$ cat src/rtl/div_ctrl.sv
// div_ctrl: multi-cycle 32-bit restoring divide sequencer (DIV/DIVU -> HI/LO).
// Define DIV_SIGNED_EN to enable signed DIV (magnitude divide + sign fix-up).
module div_ctrl #(
    parameter int WIDTH = 32,
    parameter int STEPS = 32
) (
    input  logic             clk,
    input  logic             rst_n,
    input  logic             start,
    input  logic [WIDTH-1:0] dividend,
    input  logic [WIDTH-1:0] divisor,
    input  logic             is_signed,
    output logic             busy,
    output logic             done,
    output logic [WIDTH-1:0] quotient,
    output logic [WIDTH-1:0] remainder,
    output logic             div_zero
);

    localparam int CW = $clog2(STEPS + 1);

    typedef enum logic [1:0] {
        S_IDLE,
        S_RUN,
        S_FIX,
        S_DONE
    } state_t;

    state_t           state_q, state_d;
    logic [CW-1:0]    cnt_q, cnt_d;
    logic [WIDTH-1:0] rem_q, rem_d;
    logic [WIDTH-1:0] dq_q, dq_d;
    logic [WIDTH-1:0] dvs_q, dvs_d;
    logic [WIDTH-1:0] quo_q, quo_d;
    logic [WIDTH-1:0] rmd_q, rmd_d;
    logic             busy_q, busy_d;
    logic             done_q, done_d;
    logic             dz_q, dz_d;

    logic [WIDTH-1:0] dvd_mag, dvs_mag;
    logic [WIDTH-1:0] quo_fix, rem_fix;

`ifdef DIV_SIGNED_EN
    logic dvd_neg, dvs_neg;
    logic neg_quo_q, neg_quo_d;
    logic neg_rem_q, neg_rem_d;

    assign dvd_neg = is_signed & dividend[WIDTH-1];
    assign dvs_neg = is_signed & divisor[WIDTH-1];
    assign dvd_mag = dvd_neg ? (~dividend + WIDTH'(1)) : dividend;
    assign dvs_mag = dvs_neg ? (~divisor + WIDTH'(1)) : divisor;

    // Truncating division: quotient sign is the XOR, remainder follows the dividend.
    assign quo_fix = neg_quo_q ? (~dq_q + WIDTH'(1)) : dq_q;
    assign rem_fix = neg_rem_q ? (~rem_q + WIDTH'(1)) : rem_q;

    always_comb begin
        neg_quo_d = neg_quo_q;
        neg_rem_d = neg_rem_q;
        if (state_q == S_IDLE && start) begin
            neg_quo_d = dvd_neg ^ dvs_neg;
            neg_rem_d = dvd_neg;
        end
    end

    always_ff @(posedge clk or negedge rst_n) begin
        if (!rst_n) begin
            neg_quo_q <= 1'b0;
            neg_rem_q <= 1'b0;
        end else begin
            neg_quo_q <= neg_quo_d;
            neg_rem_q <= neg_rem_d;
        end
    end
`else
    logic unused_is_signed;

    assign unused_is_signed = is_signed;
    assign dvd_mag          = dividend;
    assign dvs_mag          = divisor;
    assign quo_fix          = dq_q;
    assign rem_fix          = rem_q;
`endif

    // One trial subtraction per step on the shared adder: r + ~d + 1.
    logic [WIDTH-1:0] step_r;
    logic [WIDTH:0]   step_sum;
    logic             step_co;

    assign step_r   = {rem_q[WIDTH-2:0], dq_q[WIDTH-1]};
    assign step_sum = {1'b0, step_r} + {1'b0, ~dvs_q} + (WIDTH+1)'(1);
    assign step_co  = step_sum[WIDTH];

    // NOTE: every always_comb output is defaulted first so no path leaves it unassigned (no latch).
    always_comb begin
        state_d = state_q;
        cnt_d   = cnt_q;
        rem_d   = rem_q;
        dq_d    = dq_q;
        dvs_d   = dvs_q;
        quo_d   = quo_q;
        rmd_d   = rmd_q;
        busy_d  = busy_q;
        done_d  = 1'b0;
        dz_d    = dz_q;

        unique case (state_q)
            S_IDLE: begin
                if (start) begin
                    busy_d = 1'b1;
                    dvs_d  = dvs_mag;
                    dq_d   = dvd_mag;
                    rem_d  = '0;
                    cnt_d  = '0;
                    if (divisor == '0) begin
                        state_d = S_DONE;
                        quo_d   = '1;
                        rmd_d   = dividend;
                        dz_d    = 1'b1;
                        done_d  = 1'b1;
                    end else begin
                        state_d = S_RUN;
                    end
                end
            end
            S_RUN: begin
                rem_d = step_co ? step_sum[WIDTH-1:0] : step_r;
                dq_d  = {dq_q[WIDTH-2:0], step_co};
                cnt_d = cnt_q + CW'(1);
                if (cnt_q == CW'(STEPS - 1)) begin
                    state_d = S_FIX;
                end
            end
            S_FIX: begin
                quo_d   = quo_fix;
                rmd_d   = rem_fix;
                dz_d    = 1'b0;
                done_d  = 1'b1;
                state_d = S_DONE;
            end
            S_DONE: begin
                busy_d  = 1'b0;
                state_d = S_IDLE;
            end
            default: begin
                state_d = S_IDLE;
            end
        endcase
    end

    // NOTE: sequential state uses non-blocking assignments so every flop samples pre-edge values.
    always_ff @(posedge clk or negedge rst_n) begin
        if (!rst_n) begin
            state_q <= S_IDLE;
            cnt_q   <= '0;
            rem_q   <= '0;
            dq_q    <= '0;
            dvs_q   <= '0;
            quo_q   <= '0;
            rmd_q   <= '0;
            busy_q  <= 1'b0;
            done_q  <= 1'b0;
            dz_q    <= 1'b0;
        end else begin
            state_q <= state_d;
            cnt_q   <= cnt_d;
            rem_q   <= rem_d;
            dq_q    <= dq_d;
            dvs_q   <= dvs_d;
            quo_q   <= quo_d;
            rmd_q   <= rmd_d;
            busy_q  <= busy_d;
            done_q  <= done_d;
            dz_q    <= dz_d;
        end
    end

    assign busy      = busy_q;
    assign done      = done_q;
    assign quotient  = quo_q;
    assign remainder = rmd_q;
    assign div_zero  = dz_q;

endmodule

$ cat config.mk
export PLATFORM = sky130hd
export DESIGN_NAME = div_ctrl
export DESIGN_NICKNAME = d
export VERILOG_FILES = /design/src/rtl/div_ctrl.sv
export SDC_FILE = /design/constraint.sdc
export NUM_CORES = 1
export LEC_CHECK = 0
export CELL_PAD_IN_SITES_DETAIL_PLACEMENT = 0
export CELL_PAD_IN_SITES_GLOBAL_PLACEMENT = 1
export CORE_UTILIZATION = 42
export DETAILED_ROUTE_END_ITERATION = 7
export MAX_ROUTING_LAYER = met4
export PLACE_DENSITY = 0.92
export SYNTH_ARGS = -nofsm -noshare
export SYNTH_HDL_FRONTEND = slang
export SYNTH_SLANG_ARGS = --single-unit
$ cat constraint.sdc
create_clock -name clk -period 3.6 [get_ports clk]
set_input_delay 0.36 -clock clk [delete_from_list [all_inputs] [get_ports clk]]
set_output_delay 0.36 -clock clk [all_outputs]
set_load 0.02 [all_outputs]
==> results.json <==
{
  "ys_types": 55,
  "cap_violations": 0,
  "drt_iter0_markers": 567,
  "p_leak_uw": 0.00516,
  "grt_first_pass_wirelength_um": 38400,
  "overflow": 0,
  "fin_crit_ps": 3510,
  "die_w_um": 151,
  "hpwl_um": 17400,
  "layout_commonest_cell": "dfrtp_1",
  "final_nets": 1222,
  "port_buffers": 133,
  "grt_pass1_vias": 7341,
  "fill_cells": 2012,
  "rows": 54,
  "viasPerCell": 5.61,
  "finClkSkew_ps": 7.50,
  "num_vias": 7893,
  "layout_common_cells": "171 x dfrtp_1, 132 x clkdlybuf4s50_1, 94 x nand2_1, 73 x inv_1, 73 x o21ai_0",
  "dpl.cell_count": 1375,
  "synthArstFlopShare_pct": 100,
  "h-tree-depth": 4,
  "crit_type": "register to register",
  "cts_root_buf": "clkbuf_16",
  "grt_max_degree": 77,
  "synth_flop_cell": "dfrtp_1",
  "r2r_start": "dq_q[31]",
  "finalSetupTns_ps": 0,
  "maxSlewViolCount": 0,
  "areaGrowthSynthToFinish_pct": 25.1,
  "cp-end-kind": "register",
  "postPlaceCellArea_um2": 11000,
  "p_per_area_nw_per_um2": 958,
  "startpoint_type": "register",
  "critPathMaxFanout": 12,
  "core_area_um2": 21800,
  "final_cell_area_um2": 11600,
  "yosysWarningCount": 0,
  "hold_viol": 0,
  "status": "finished, final reports clean",
  "detail_route.wirelength_um": 23900,
  "tritoncts": "done",
  "syn_area_um2": 9280,
  "die-area_um2": 22700,
  "finalSetupViolCount": 0,
  "grt_use_total_pct": 22.4,
  "fin_crit_sh_pct": 97.6,
  "place.gp.congestion": 0.880,
  "critPathCapture": "rem_fix[16]",
  "post-route-drc-count": 0,
  "cts_num_sinks": 171,
  "ir_drop_mv": 0.392,
  "ys_seq_elements": 171,
  "worstMarginPinSlew_ps": 804,
  "die_y_um": 151,
  "pin_count": 135,
  "fmaxAchievable_mhz": 285,
  "initial_core_util_pct": 42.7,
  "synth_fp_nets": 1102,
  "drive_above_1_share_pct": 9.31,
  "ys_seq_area_share_pct": 46.1,
  "cts_inserted_buffers": 17,
  "antenna_found_initial": 0,
  "clock_path_buffers": 2,
  "ff2ff_path_depth": 13,
  "wire_per_inst_um": 16.9,
  "r2r_setup_slack_ps": 90,
  "first_pass_iters": 7,
  "syn_avg_cell_area_um2": 9.32,
  "path_clk_slew_ps": 70,
  "clock_latency_ps": 430,
  "required_ps": 3880,
  "startpoint": "dq_q[31]",
  "final_cells": 1408,
  "diodes": 0,
  "hold_class": "input pin to asynchronous set/reset pin",
  "ant_nets": 0,
  "synth-edff-count": 0,
  "worstPathArrival_ps": 3800,
  "syn_inst": 996,
  "r2r_end": "rem_fix[16]",
  "relSlewSlack_pct": 46.2
}
==> logic make-up after synthesis <==
| logic type | Yosys count | share of synthesized area [%] |
|---|---|---|
| adders and majority gates | 38 | 5.20 |
| and+or+nand+nor | 269 | 13.1 |
| AOI/OAI and AO/OA | 277 | 18.2 |
| xor gates and xnor gates | 29 | 2.74 |
| buffers and inverters | 134 | 5.74 |
| muxes | 78 | 8.85 |
| DFF | 171 | 46.1 |
==> state kept, by name, indices dropped and copies added, names as in the netlist <==
register / count
dvs_q: 32
cnt_q: 6
done: 1
busy: 1
dq_q: 32
quotient: 32
state_q: 2
remainder: 32
rem_fix: 32
div_zero: 1
==> timing repair <==
item	in CTS	in global routing
hold endpoints to repair	61	0
buffers inserted	0	1
resized for setup	0	7
hold buffers	1	0
endpoints found under the setup margin	0	24
==> cell type report <==
cell class	instances	area (um^2)	share of cell area, %
tap	280	350	3.02
timing repair buffer	161	1590	13.7
sequential	171	4280	36.9
inverter	74	278	2.39
clock inverter	12	139	1.20
clock buffer	19	453	3.90
multi-input combinational	691	4520	38.9
==> synth_stat cells, types with 2 or more instances <==
library cell | instances | area (um^2)
a22o_1 | 3 | 26.3
nor2_1 | 56 | 210
o31ai_1 | 3 | 22.5
or2_2 | 2 | 12.5
nor3_1 | 9 | 45.0
a21oi_1 | 58 | 290
xor2_1 | 11 | 96.3
buf_6 | 3 | 33.8
o211a_1 | 2 | 20.0
nand3_1 | 67 | 335
mux2i_1 | 46 | 460
buf_2 | 6 | 30.0
o21ai_0 | 73 | 365
inv_1 | 73 | 274
o22ai_1 | 39 | 244
clkbuf_1 | 50 | 188
a21o_1 | 17 | 128
o21ai_1 | 7 | 35.0
a31oi_1 | 33 | 206
o211ai_1 | 5 | 37.5
ha_1 | 37 | 463
o21a_1 | 7 | 52.6
nand2_1 | 96 | 360
nor2b_1 | 9 | 56.3
a2111oi_0 | 2 | 17.5
a211oi_1 | 4 | 30.0
or3_1 | 4 | 25.0
xnor2_1 | 18 | 158
nor4_1 | 8 | 50.1
nand2b_1 | 4 | 25.0
dfrtp_1 | 171 | 4280
a32oi_1 | 10 | 87.6
mux2_2 | 32 | 360
o31a_1 | 3 | 26.3
nand4_1 | 8 | 50.1
==> worst max-delay path, stage by stage (launching register included) <==
cell	delay (ps)
dfrtp_1	350
inv_1	40
ha_1	220
fa_1	410
nand2b_1	200
a211oi_2	380
o31ai_2	140
o211a_1	270
o31a_1	330
o31a_1	290
or2_1	270
buf_4	200
a21oi_1	170
o21ai_0	90
==> through the flow <==
| step | setup WS (ps) | utilization [%] | total power [uW] | hold WS [ps] |
|---|---|---|---|---|
| 5_1_grt | -21.2 | 53.3 | 11900 | 513 |
| 3_5_place_dp | 151 | 50.4 | 9220 | 385 |
| 6_report | 86.5 | 53.3 | 11100 | 473 |
| 2_1_floorplan | 409 | - | 7320 | 64.4 |
| 4_1_cts | 112 | 53.2 | 11100 | 485 |
| 3_3_place_gp | 238 | 50.4 | 9100 | 375 |
==> routing by layer <==
metal / part of all wire [%] / global-route usage (%)
met1: 47 / 30.8
met5: 0 / -
met3: 5.7 / 3.67
met2: 46 / 33.4
met4: 2.2 / 7.50
==> how the worst min path moves through the flow <==
stage	startpoint	end	slack, ps
after floorplan	rst_n	busy	60
after global placement	rst_n	quotient[29]	380
after detailed placement	rst_n	quotient[24]	380
after CTS	remainder[4]	remainder[4]	480
after global routing	dvs_q[18]	dvs_q[18]	510
final	rst_n	quotient[29]	470
==> where the power goes <==
part           leakage [uW]  internal [uW]  switching, uW
Sequential          0.00200           2730            643
Combinational       0.00288           2500           3380
Clock              0.000284           1060            806
No activity file was read; power rests on OpenSTA's default activity.
